### src/rtl/ticket_buyer.sv
// ticket_buyer: drives a ticket vendor with destination, count and coin pulses,
// then tallies tickets and change returned until the vendor goes quiet.
module ticket_buyer #(
    parameter int WIDTH   = 8,
    parameter int TIMEOUT = 16
) (
    input  logic             clk,
    input  logic             rst_n,
    input  logic             start,
    input  logic [WIDTH-1:0] dest_in,
    input  logic [WIDTH-1:0] count_in,
    input  logic [WIDTH-1:0] pay_in,
    output logic [WIDTH-1:0] dest,
    output logic [WIDTH-1:0] count,
    output logic             one_insert,
    output logic             ten_insert,
    output logic             done,
    input  logic             ticket,
    input  logic             one_output,
    output logic             busy,
    output logic             result_valid,
    output logic [WIDTH-1:0] tickets_rcvd,
    output logic [WIDTH-1:0] change_rcvd
);
    localparam int CW = $clog2(TIMEOUT + 1);
    localparam logic [WIDTH-1:0] TEN = WIDTH'(10);

    typedef enum logic [3:0] {
        IDLE, SETUP, TEN_HI, TEN_LO, ONE_HI, ONE_LO, DONE1, DONE2, COLLECT, REPORT
    } state_t;

    state_t           state;
    state_t           nxt_pay;
    logic [WIDTH-1:0] tens, ones;
    logic [CW-1:0]    idle;
    logic             ticket_q, one_q;
    logic             tick_edge, chg_edge, counting;

    assign tick_edge = ticket & ~ticket_q;
    assign chg_edge  = one_output & ~one_q;
    assign counting  = state == DONE1 || state == DONE2 || state == COLLECT;
    // tens are always exhausted before ones are considered
    assign nxt_pay   = tens != '0 ? TEN_HI : ones != '0 ? ONE_HI : DONE1;

    always_ff @(posedge clk or negedge rst_n) begin
        if (!rst_n) begin
            state        <= IDLE;
            dest         <= '0;
            count        <= '0;
            tens         <= '0;
            ones         <= '0;
            idle         <= '0;
            one_insert   <= 1'b0;
            ten_insert   <= 1'b0;
            done         <= 1'b0;
            busy         <= 1'b0;
            result_valid <= 1'b0;
            tickets_rcvd <= '0;
            change_rcvd  <= '0;
            ticket_q     <= 1'b0;
            one_q        <= 1'b0;
        end else begin
            ticket_q <= ticket;
            one_q    <= one_output;
            if (counting && tick_edge && tickets_rcvd != '1)
                tickets_rcvd <= tickets_rcvd + 1'b1;
            if (counting && chg_edge && change_rcvd != '1)
                change_rcvd <= change_rcvd + 1'b1;
            case (state)
                IDLE: if (start) begin
                    dest         <= dest_in;
                    count        <= count_in;
                    tens         <= pay_in / TEN;
                    ones         <= pay_in % TEN;
                    tickets_rcvd <= '0;
                    change_rcvd  <= '0;
                    busy         <= 1'b1;
                    state        <= SETUP;
                end
                SETUP, TEN_LO, ONE_LO: begin
                    state      <= nxt_pay;
                    ten_insert <= nxt_pay == TEN_HI;
                    one_insert <= nxt_pay == ONE_HI;
                    done       <= nxt_pay == DONE1;
                end
                TEN_HI: begin
                    tens       <= tens - 1'b1;
                    ten_insert <= 1'b0;
                    state      <= TEN_LO;
                end
                ONE_HI: begin
                    ones       <= ones - 1'b1;
                    one_insert <= 1'b0;
                    state      <= ONE_LO;
                end
                DONE1: state <= DONE2;
                DONE2: begin
                    done  <= 1'b0;
                    idle  <= '0;
                    state <= COLLECT;
                end
                COLLECT: begin
                    if (tick_edge || chg_edge) begin
                        idle <= '0;
                    end else if (idle == CW'(TIMEOUT - 1)) begin
                        result_valid <= 1'b1;
                        state        <= REPORT;
                    end else begin
                        idle <= idle + 1'b1;
                    end
                end
                REPORT: begin
                    result_valid <= 1'b0;
                    busy         <= 1'b0;
                    state        <= IDLE;
                end
                default: state <= IDLE;
            endcase
        end
    end
endmodule

### config.mk
export PLATFORM = sky130hd
export DESIGN_NAME = ticket_buyer
export DESIGN_NICKNAME = d
export VERILOG_FILES = /design/src/rtl/ticket_buyer.sv
export SDC_FILE = /design/constraint.sdc
export NUM_CORES = 1
export LEC_CHECK = 0
export CORE_ASPECT_RATIO = 0.5
export CORE_MARGIN = 2
export CORE_UTILIZATION = 29
export CTS_BUF_LIST = sky130_fd_sc_hd__clkbuf_4 sky130_fd_sc_hd__clkbuf_8
export CTS_CLUSTER_DIAMETER = 60
export DETAILED_ROUTE_END_ITERATION = 10
export MAX_ROUTING_LAYER = met4
export PLACE_DENSITY = 0.57
export SLEW_MARGIN = 40
export SYNTH_ARGS = -nofsm -noshare
export SYNTH_HDL_FRONTEND = slang
export SYNTH_SLANG_ARGS = --single-unit
### constraint.sdc
create_clock -name clk -period 2.8 [get_ports clk]
set_clock_uncertainty 0.2 [all_clocks]
set_input_delay 0.56 -clock clk [delete_from_list [all_inputs] [get_ports clk]]
set_output_delay 0.56 -clock clk [all_outputs]
set_load 0.05 [all_outputs]
; ---- Word-level counts from Yosys, hierarchy flattened
; Index checks and enable logic that the tools add are counted.
[classes]
addsub = 5
n_div = 2
eq_ne = 19
mux = 27
bitwise_logic = 4
n_reduce_logical = 26
[ops]
columns = operator, n
row1 = $mux 8, 8
row2 = $pmux 8 s2, 2
row3 = $pmux 4 s7, 1
row4 = $add 8x1->8 const B, 2
row5 = $eq 4x3->1 const B, 4
row6 = $ne 8x8->1 const B, 2
row7 = $reduce_bool 2->1, 8
row8 = $reduce_bool 8->1, 2
row9 = $sub 8x1->8 const B, 2
row10 = $mux 4, 3
row11 = $mux 5, 2
row12 = $pmux 1 s2, 5
row13 = $pmux 5 s2, 1
row14 = $reduce_and 2->1, 5
row15 = $div 8x4->8 const B, 1
row16 = $eq 4x2->1 const B, 2
row17 = $eq 4x4->1 const B, 2
row18 = $mod 8x4->8 const B, 1
row19 = $eq 3x3->1 const B, 2
row20 = $reduce_and 3->1, 2
row21 = $add 5x1->5 const B, 1
row22 = $eq 5x4->1 const B, 1
row23 = $eq 4x1->1 const B, 1
row24 = $logic_and 1x1->1, 4
row25 = other kinds (12), 19
[word_totals]
ff_bits = 64
in_bits = 29
out_inout_bits = 37
elab_cells = 98

; ---- Logic depth before layout (Yosys ltp)
[depth]
depth_word = 8
mapped_depth = 11
mapped_depth_nobuf = 10

; ---- Worst setup path before layout
; No wires, ideal clock.
[synth_timing]
kind = input port to flip-flop
start = in pay_in[3]
end = reg ones[5]
setup_time_ns = 0.065
t_arrival_ns = 2.674
required_time_ns = 2.535
setup_slack_ns = -0.139
path_stages = 11
n_path_buf = 1
path_cell_list = buf_6 -> nand3b_1 -> nor2b_1 -> o22a_2 -> o221ai_4 -> a211oi_1 -> a21o_1 -> ha_1 -> maj3_1 -> a2111oi_2 -> o22a_1
[synth_between]
elab_chain_cells = 3
[synth_lines]
columns = element, line
row1 = from (decl), 12  ; input logic [WIDTH-1:0] pay_in,
row2 = $mod 8x4->8, 74  ; ones <= pay_in % TEN;
row3 = $mux 8, 70  ; IDLE: if (start) begin
row4 = $pmux 8 s2, 69  ; case (state)
row5 = to (signal assigned), 74
row6 = to (signal assigned), 92  ; ones <= ones - 1'b1;
row7 = to (decl), 34  ; logic [WIDTH-1:0] tens, ones;
; No other way between the ends. The select of a mux whose other input is x is not followed.
; A chain may end at the register's enable or synchronous reset.

; ---- Worst setup path after layout
[layout_timing]
start = in pay_in[5]
end = reg ones[5]
; The elaborated chain is that of the path after synthesis.

==> results <==
- The end point of the most critical hold path is dest[5]$_DFFE_PN0P_.
- In the final layout, the share of cells above drive strength 1 is 0.158.
- Measured against its own limit, the worst slew margin works out to 0.648.
- The number of antenna violations at the first check in global routing was 0.
- The detailed-route wire length per cell is 12.5 um.
- No sink is reached through more buffers than the 2 on the longest clock path.
- The instance area after placement is 0.00460 mm^2.
- The cell count of the worst hold path is 2.
- The latest clock arrival within the worst-skew pair is 0.34 ns.
- The sequential power share is 0.482.
- The most used flip-flop cell after synthesis is dfrtp_1.
- The number of standard-cell rows in the floorplan is 28.
- The power spent charging and discharging nets is 465 uW.
- The wire length of the first global-routing pass is 14.3 mm.
- The final hold violation count came to 0.
- The synthesized instance count is 400.
- The count of final max-slew check failures came to 0.
- The final routed DRC violation total is 0.
- Data on the critical path is required at its endpoint by 2.88 ns.
- The most instantiated library cell after synthesis is nand2_1.
- The area growth from synthesis to layout is 38.4%.
- Entering global routing, the biggest net connects 47 pins.
- Data arrives at the worst endpoint at 2.81 ns.
- The initial utilization of the core area, before any placement, comes to 0.298.
- The startpoint class of the critical path is an input port.
- In this run, synthesis produced a sequential element count of 64.
- The TritonCTS clock tree is yes.
- The first-pass detailed-route iteration total is 4.
- The cell area after technology mapping is 0.00354 mm^2.
- For this run, asynchronously set or reset flops after synthesis account for 1.00.
- The sequential fraction of the synthesis area is 0.452.
- The total of max-cap violations is 0.
- The global-route total usage across every layer is 0.139.
- The power after layout is 1.94 mW.
- The x dimension of the die is 160 um.
- The chip height is 82.2 um.
- The proportion of power drawn by the clock network is 0.393.
- Across all register-to-register paths, the minimum setup slack is 0.41 ns.
- The worst setup path is of the in2reg kind.
- The number of routed nets with antenna violations is 0.
- Yosys printed 0 warnings.
- Dividing the final minimum period by the clock period gives 0.973.
- In the synthesized netlist, the cells that appear most often are 84 x nand2_1, 64 x dfrtp_1, 39 x nor2_1.
- The worst hold margin is 0.275 ns.
- With fillers left out, the area of the finished cells amounts to 0.00490 mm^2.
- Averaged over all synthesized cells, the footprint is 8.86 um^2.
- The internal power of the cells totals 1.47 mW.
- The clock net in this run drives a total of 64 sinks.
- The number of buffers added by the clock tree synthesis step is 9.
- The count of antenna diodes in the layout is 0.
- The number of global-route vias before repair is 2,974.
- The critical-path cell with the highest stage delay is a2111oi_4.
- The number of filler cells placed in the layout is 1,197.
- When the netlist entered floorplanning its net count stood at 438.
- After detailed routing, the total wire length is 8.31 mm.
- Setup violations remaining at the end of the flow were counted as 0.
- The run finished with clean final reports.
- The total number of vias is 3,105.
- The half-perimeter wire length after placement is 6.04 mm.
- Synthesis instantiated 57 different standard cells from the library.
- The slew at the pin with the worst max-slew slack is 0.526 ns.
- The path class of the tightest hold or removal check is reg2reg.
- The maximum net fanout on the critical path is 9.
- The share of the synthesized area in the top cell type is 0.452.
- The timing-limited maximum frequency is 367 MHz.
- The power density normalized to cell area is 395 mW/mm^2.
- The root buffer cell chosen for the clock tree is clkbuf_8.
- Of the total power, combinational logic draws 0.125.
- The worst hold path begins at dest[5]$_DFFE_PN0P_.
- The minimum setup slack after placement is -0.551 ns.
- Traced cell by cell, the critical path runs through clkbuf_4 -> buf_4 -> nand4b_1 -> a32oi_2 -> a211oi_2 -> a21o_1 -> ha_2 -> maj3_2 -> a2111oi_4 -> o22a_1.
- The last weighted congestion value of the routability-driven placer is 0.794.
- The area of the core region is 0.0119 mm^2.
- The maximum vdd ir drop is 207 uV.
- The synthesized design contains 0 enable-type register cells.
- Yosys attributes the largest share of cell area to dfrtp_1 45%, nand2_1 8.9%, nor2_1 4.1%.
- The post-route worst setup slack is 0.0745 ns.
- In the final design database the tool counted 533 nets.
- The number of H-tree branching levels is 3.
- dfrtp_1 takes more of the synthesized area than any other cell.
- Summed over all cells, the static leakage comes to 2.13 nW.
- The depth of the worst register-to-register path is 6.
- The switching share of total power is 0.240.
- The violation count after the first detailed-routing iteration is 146.
- The number of input and output port buffers inserted is 65.
- The die covers 0.0132 mm^2.
- The highest cell delay on the worst timing path is 0.34 ns.
- The total congestion overflow after global routing is 0.
- The startpoint identified for the worst register-to-register timing path is state[1]$_DFFE_PN0P_.
- The clock-pin transition on the worst setup and hold timing paths is 0.07 ns.
- The number of top-level design ports is 66.
- In this run the critical register-to-register path is captured at tickets_rcvd[5]$_DFF_PN0_.
- The shortest period the worst path allows is 2.73 ns.
- The sort of element at the end of the critical path is a flip-flop.
- Dividing the detail-routed via count by the number of cells gives 4.68.
critical path: cells and delay by family:
family	cells	cell delay (ns)
compound gates	5	1.11
fa+ha+maj	2	0.49
buf+inv	2	0.36
simple gates	1	0.29
layout make-up:
type	count	area, um^2	share of cell area
multi-input combinational	307	1910	0.389
sequential	64	1600	0.327
timing repair buffer	102	956	0.195
tap	165	206	0.0421
clock buffer	13	179	0.0365
inverter	11	41.3	0.00842
clock inverter	2	12.5	0.00255
power by group through the flow:
stage	clock network (mW)	logic, mW	registers (mW)
floorplan	0	0.105	0.950
global placement	0	0.218	0.950
detailed placement	0	0.220	0.950
CTS	0.793	0.236	0.932
global route	0.835	0.271	0.932
finish	0.762	0.242	0.933
cell usage in the layout, fill, tap and decap left out, types with 3 or more instances in the layout:
| cell type | Yosys | final |
|---|---|---|
| nand4_1 | 4 | 4 |
| mux2i_1 | 3 | 3 |
| xnor2_1 | 9 | 8 |
| xor2_1 | 8 | 8 |
| o21ai_1 | 2 | 3 |
| nor3_1 | 10 | 10 |
| o21ai_0 | 23 | 22 |
| a21o_1 | 3 | 3 |
| clkbuf_8 | 0 | 13 |
| ha_1 | 9 | 8 |
| dfrtp_1 | 64 | 64 |
| buf_6 | 2 | 3 |
| nor2b_1 | 8 | 7 |
| clkdlybuf4s50_1 | 0 | 59 |
| o211ai_1 | 7 | 7 |
| a31oi_1 | 5 | 5 |
| inv_1 | 11 | 11 |
| nand3b_1 | 3 | 3 |
| nor2_1 | 39 | 37 |
| nand3_1 | 14 | 14 |
| a211oi_1 | 4 | 3 |
| nand2_1 | 84 | 84 |
| buf_4 | 0 | 31 |
| and3_1 | 5 | 5 |
| nand2b_1 | 5 | 3 |
| o221ai_1 | 3 | 3 |
| a21oi_1 | 12 | 12 |
| o31ai_1 | 8 | 6 |
| o21a_1 | 3 | 3 |
per-layer routing:
metal  wire, um  track usage  up-vias
met3        239       0.0335        2
met2       3930        0.230       45
li1           -            -     1592
met4         49       0.0477        0
met1       4090        0.172     1466
met5          0            -        -
timing repair:
action | in CTS | in global routing
resized for setup | 16 | 14
pin swaps | 4 | 7
gates cloned | 0 | 0
setup buffers | 1 | 1
endpoints found under the setup margin | 4 | 2
endpoints found under the hold margin | 18 | 0
hold buffers | 1 | 0
through the flow:
step,instances,TNS [ns],util
2_1_floorplan,400,-0.0535,-
3_3_place_gp,646,-2.07,0.387
3_5_place_dp,646,-2.32,0.387
4_1_cts,663,0,0.409
5_1_grt,664,-0.0341,0.413
6_report,664,0,0.413
cells by family (layout without fill, tap and decap cells):
kind of cell	after synthesis	in the layout	share of synthesized area
multiplexers	4	4	0.0117
flip-flops	64	64	0.452
AO/OA/AOI/OAI	85	85	0.170
AND/OR/NAND/NOR	191	191	0.254
buffers and inverters	29	128	0.0360
XOR/XNOR	17	17	0.0420
adder cells (fa/ha/maj)	10	10	0.0346
sequential cells by signal, summed over array words and instances, names as in the netlist:
register / count
idle: 5
result_valid: 1
one_insert: 1
dest: 8
done: 1
ones: 8
ticket_q: 1
state: 4
tickets_rcvd: 8
count: 8
busy: 1
one_q: 1
change_rcvd: 8
tens: 8
ten_insert: 1
worst max-delay path by stage:
stage	endpoint	start	depth (start not counted)	slack [ns]
2_1_floorplan	ones[5]$_DFFE_PN0P_	pay_in[3]	11	-0.05
3_3_place_gp	ones[5]$_DFFE_PN0P_	pay_in[3]	11	-0.50
3_5_place_dp	ones[5]$_DFFE_PN0P_	pay_in[5]	11	-0.55
4_1_cts	ones[3]$_DFFE_PN0P_	pay_in[6]	10	0.03
5_1_grt	ones[5]$_DFFE_PN0P_	pay_in[5]	10	-0.03
6_report	ones[5]$_DFFE_PN0P_	pay_in[5]	10	0.07
Power figures use the tool's default switching activity.
